$ cat src/rtl/uart_tx_fifo.sv
// uart_tx_fifo: UART transmitter fed by a power-of-two TX FIFO with level interrupt
module uart_tx_fifo #(
    parameter int DATA_W = 8,
    parameter int DEPTH  = 16,
    parameter int THRESH = 2,
    parameter int DIV_W  = 16
) (
    input  logic                     clk,
    input  logic                     rst_n,
    input  logic                     cfg_en,
    input  logic [DIV_W-1:0]         cfg_divisor,
    input  logic                     cfg_parity_en,
    input  logic                     cfg_parity_odd,
    input  logic                     cfg_stop2,
    input  logic                     wr_valid,
    output logic                     wr_ready,
    input  logic [DATA_W-1:0]        wr_data,
    input  logic                     flush,
    output logic [$clog2(DEPTH):0]   fifo_level,
    output logic                     busy,
    output logic                     tx_irq,
    output logic                     txd
);
    localparam int AW = $clog2(DEPTH);
    localparam int LW = AW + 1;
    localparam int BW = $clog2(DATA_W + 1);

    typedef enum logic [2:0] {IDLE, START, DATA, PARITY, STOP} state_t;

    state_t              state_q, state_d;
    logic [DATA_W-1:0]   mem [DEPTH];
    logic [AW-1:0]       wptr_q, rptr_q;
    logic [LW-1:0]       level_q;
    logic [DIV_W-1:0]    cnt_q, cnt_d, div_q, div_d;
    logic [BW-1:0]       bit_q, bit_d;
    logic [DATA_W-1:0]   sh_q, sh_d;
    logic                par_en_q, par_en_d, par_q, par_d, stop2_q, stop2_d;
    logic                txd_q, txd_d, irq_q;
    logic                push, pop, tick;

    assign wr_ready   = level_q < LW'(DEPTH);
    assign push       = wr_valid & wr_ready & ~flush;
    assign pop        = (state_q == IDLE) & cfg_en & (level_q != '0);
    assign tick       = cnt_q == div_q;
    assign fifo_level = level_q;
    assign busy       = state_q != IDLE;
    assign tx_irq     = irq_q;
    assign txd        = txd_q;

    // FIFO storage; contents need no reset since level gates every read
    always_ff @(posedge clk) begin
        if (push) mem[wptr_q] <= wr_data;
    end

    // FIFO pointers, level and the registered low-level interrupt
    always_ff @(posedge clk or negedge rst_n) begin
        if (!rst_n) begin
            wptr_q  <= '0;
            rptr_q  <= '0;
            level_q <= '0;
            irq_q   <= 1'b1;
        end else begin
            irq_q <= level_q <= LW'(THRESH);
            if (flush) begin
                wptr_q  <= '0;
                rptr_q  <= '0;
                level_q <= '0;
            end else begin
                wptr_q  <= push ? wptr_q + AW'(1) : wptr_q;
                rptr_q  <= pop ? rptr_q + AW'(1) : rptr_q;
                level_q <= level_q + LW'(push) - LW'(pop);
            end
        end
    end

    // Frame state, baud counter, shifter, per-frame config and registered line
    always_ff @(posedge clk or negedge rst_n) begin
        if (!rst_n) begin
            state_q  <= IDLE;
            cnt_q    <= '0;
            div_q    <= '0;
            bit_q    <= '0;
            sh_q     <= '0;
            par_en_q <= 1'b0;
            par_q    <= 1'b0;
            stop2_q  <= 1'b0;
            txd_q    <= 1'b1;
        end else begin
            state_q  <= state_d;
            cnt_q    <= cnt_d;
            div_q    <= div_d;
            bit_q    <= bit_d;
            sh_q     <= sh_d;
            par_en_q <= par_en_d;
            par_q    <= par_d;
            stop2_q  <= stop2_d;
            txd_q    <= txd_d;
        end
    end

    // Next-state logic; txd is computed from the next state so the line is glitch-free
    always_comb begin
        state_d  = state_q;
        cnt_d    = tick ? '0 : cnt_q + DIV_W'(1);
        div_d    = div_q;
        bit_d    = bit_q;
        sh_d     = sh_q;
        par_en_d = par_en_q;
        par_d    = par_q;
        stop2_d  = stop2_q;
        unique case (state_q)
            IDLE: begin
                cnt_d = '0;
                bit_d = '0;
                if (pop) begin
                    state_d  = START;
                    sh_d     = mem[rptr_q];
                    div_d    = cfg_divisor;
                    par_en_d = cfg_parity_en;
                    par_d    = ^mem[rptr_q] ^ cfg_parity_odd;
                    stop2_d  = cfg_stop2;
                end
            end
            START: state_d = tick ? DATA : START;
            DATA: begin
                if (tick) begin
                    if (bit_q == BW'(DATA_W - 1)) begin
                        state_d = par_en_q ? PARITY : STOP;
                        bit_d   = '0;
                    end else begin
                        bit_d = bit_q + BW'(1);
                        sh_d  = sh_q >> 1;
                    end
                end
            end
            PARITY: state_d = tick ? STOP : PARITY;
            STOP: begin
                if (tick) begin
                    if (stop2_q && bit_q == '0) bit_d = BW'(1);
                    else begin
                        state_d = IDLE;
                        bit_d   = '0;
                    end
                end
            end
            default: state_d = IDLE;
        endcase
        txd_d = (state_d == START) ? 1'b0 :
                (state_d == DATA)  ? sh_d[0] :
                (state_d == PARITY) ? par_d : 1'b1;
    end
endmodule

$ cat config.mk
export PLATFORM = sky130hd
export DESIGN_NAME = uart_tx_fifo
export DESIGN_NICKNAME = d
export VERILOG_FILES = /design/src/rtl/uart_tx_fifo.sv
export SDC_FILE = /design/constraint.sdc
export NUM_CORES = 1
export LEC_CHECK = 0
export ABC_CLOCK_PERIOD_IN_PS = 3600
export CAP_MARGIN = 20
export CORE_MARGIN = 4
export CORE_UTILIZATION = 35
export DETAILED_ROUTE_END_ITERATION = 8
export GPL_TIMING_DRIVEN = 1
export PLACE_DENSITY = 0.64
export SLEW_MARGIN = 10
export SYNTH_ARGS = -nofsm -noshare
export SYNTH_HDL_FRONTEND = slang
export SYNTH_SLANG_ARGS = --single-unit
$ cat constraint.sdc
create_clock -name clk -period 3.6 [get_ports clk]
set_input_delay 0.54 -clock clk [delete_from_list [all_inputs] [get_ports clk]]
set_output_delay 0.54 -clock clk [all_outputs]
set_load 0.005 [all_outputs]
==> results.ini <==
[clocking]
cts_root_buffer = clkbuf_16
clock-sinks = 193
post_cts_resized = 0
cts.htree.levels = 4
clk_latency_ns = 0.44
numCtsBuffers = 17
cts_setup_buffers = 0
hold_buffers = 0
cts_buffer_depth = 2
tritoncts = yes
path_clk_slew_ns = 0.08

[power]
p_per_area_nw_per_um2 = 592
p_leak_nw = 3.63
irDropWorstVdd_mv = 0.331

[grt]
first_global_vias = 5040
antenna_found_initial = 0
grt_start_max_net_pins = 36
grt_use_total_pct = 13.2
grt_pass1_wl_um = 27300
grt_remaining_overflow = 0

[timing]
slew_headroom_pct = 42.0
fmax_mhz = 308
hold_violations = 0
tightest_slew_ns = 0.867
min_period_ns = 3.25
rsz0062_at_grt = false
finClkSkew_ns = 0.0126
fin_setup_tns_ns = 0
setup_violations = 0
holdWs_ns = 0.134
fin_crit_sh_pct = 90.3
slew_violations = 0

[drt]
wl_met3_um = 772
highest_layer = met4
wirelength_um = 16700
drt-pass1-iter-count = 6
ant_nets = 0
wire_per_inst_um = 17.3
drt_iter0_drc = 273
viasPerCell = 4.98
drc_errors = 0
wl_met2_um = 8420
wl_met1_um = 7300
vias = 4793

[layout]
areaGrowthSynthToFinish_pct = 16.7
fillers = 2138
nets = 679
post-route-util_pct = 41.7
drive_gt1_share_pct = 11.4
antenna_cells = 0
final-seq-area_um2 = 5470
multiInputGateArea_um2 = 2690

[synth]
synth_top_area_cell = edfxtp_1
ys.warnings.count = 0
async_flop_share_pct = 33.7
synth_top_area_share_pct = 45.7
synth-seq-cells = 193
syn-num-nets = 627
syn_inst = 578
synth.cell_area_um2 = 8410
synthFlopType = edfxtp_1
synth-seq-area-share_pct = 65.1
synth_common_cells = edfxtp_1 (128), nand2_1 (85), dfrtp_1 (63)
synth_edf_count = 128
synth.area.top_cells = edfxtp_1 (46%), dfrtp_1 (19%), mux4_1 (6.3%)
postSynthAreaPerCell_um2 = 14.5
synth.most_common_cell = edfxtp_1
synth_cell_types = 47

[hold_path]
hp-class = input port to async pin

[setup_path]
worst-setup-path-type = register to register
crit_fanout = 3
start_kind = register
critPathArrivalTime_ns = 3.62
end_kind = register
worstPathRequired_ns = 3.97

[die]
die_h_um = 163
core_region_area_um2 = 23500
start_util_pct = 35.7
io_pins = 41
die_w_um = 163
rows = 56
die-area_um2 = 26600

[outcome]
outcome = finished, final reports clean

[place]
gp_congestion = 0.791
place_hpwl_um = 11300
portBuffers = 40

[job]
drv_cap = 0

-- sequential cells by signal, summed over array words and instances, names as in the netlist, 3 cells and up --
| name | count |
|---|---|
| state_q | 3 |
| div_q | 16 |
| mem | 128 |
| sh_q | 8 |
| bit_q | 4 |
| cnt_q | 16 |
| fifo_level | 5 |
| rptr_q | 4 |
| wptr_q | 4 |
-- placed cells by master, fill, tap and decap left out, types with 12 or more instances in the layout --
master	synthesis	final
mux4_2	15	15
nand2_1	85	85
edfxtp_1	128	128
ha_1	16	16
xnor2_1	12	12
buf_4	1	15
nor2_1	45	45
nand3_1	19	19
dfrtp_1	63	62
clkdlybuf4s50_1	0	39
a21oi_1	13	13
mux4_1	20	20
clkbuf_16	0	17
inv_1	19	19
xor2_1	26	26
-- stage by stage --
| step | total power, mW | cells | instance area [um2] | setup slack (ns) |
|---|---|---|---|---|
| finish | 5.81 | 962 | 9810 | 0.348 |
| global route | 6.10 | 962 | 9810 | 0.154 |
| CTS | 5.86 | 962 | 9810 | 0.295 |
| detailed placement | 3.85 | 930 | 9170 | 0.346 |
| global placement | 3.80 | 930 | 9170 | 0.445 |
| floorplan | 3.49 | 578 | 8410 | 0.240 |
-- worst paths after layout --
kind	startpoint	endpoint	slack [ns]	cells after the start
max	fifo_level[2]	fifo_level[4]	0.35	14
min	rst_n	div_q[10]	0.13	1
max reg2reg	fifo_level[2]	fifo_level[4]	0.35	14
min reg2reg	sh_q[7]	sh_q[6]	0.49	2
max in group asynchronous	rst_n	txd	2.64	2
min in group clk	sh_q[7]	sh_q[6]	0.49	2
-- metal layers --
layer,GRT usage [%],up-vias
li1,-,2236
met1,17.4,2435
met2,22.4,110
met3,2.91,12
met4,3.32,0
met5,0,-
-- cell families (layout without fill, tap and decap cells) --
kind of cell | after synthesis | in the layout | synth area share [%]
compound gates | 47 | 47 | 3.62
buf+inv | 43 | 108 | 2.89
xor+xnor | 40 | 40 | 4.42
flops | 193 | 193 | 65.1
fa+ha+maj | 18 | 18 | 2.74
simple gates | 199 | 199 | 10.6
mux | 38 | 38 | 10.7
-- cell type report --
| cell class | count | share of cell area, % |
|---|---|---|
| Sequential cell | 193 | 55.8 |
| Clock inverter | 15 | 2.22 |
| Tap cell | 319 | 4.07 |
| Inverter | 20 | 0.765 |
| Timing Repair Buffer | 56 | 5.38 |
| Multi-Input combinational cell | 342 | 27.4 |
| Clock buffer | 17 | 4.34 |
-- critical path, cell delays in order (launching register included) --
cell and delay [ns]:
dfrtp_1 0.41, inv_1 0.12, ha_1 0.17, inv_1 0.04, o41ai_1 0.53, or2_2 0.24
inv_2 0.04, ha_1 0.26, inv_1 0.05, ha_1 0.21, fa_1 0.41, a21oi_1 0.16
nor2_1 0.07, or3_1 0.32, a21oi_1 0.15
-- report_power, final --
group | internal [mW] | switching (mW) | total, mW
clock network | 0.989 | 1.02 | 2.01
registers | 2.61 | 0.196 | 2.80
logic | 0.492 | 0.508 | 1.00
total | 4.09 | 1.72 | 5.81
Power figures use the tool's default switching activity.
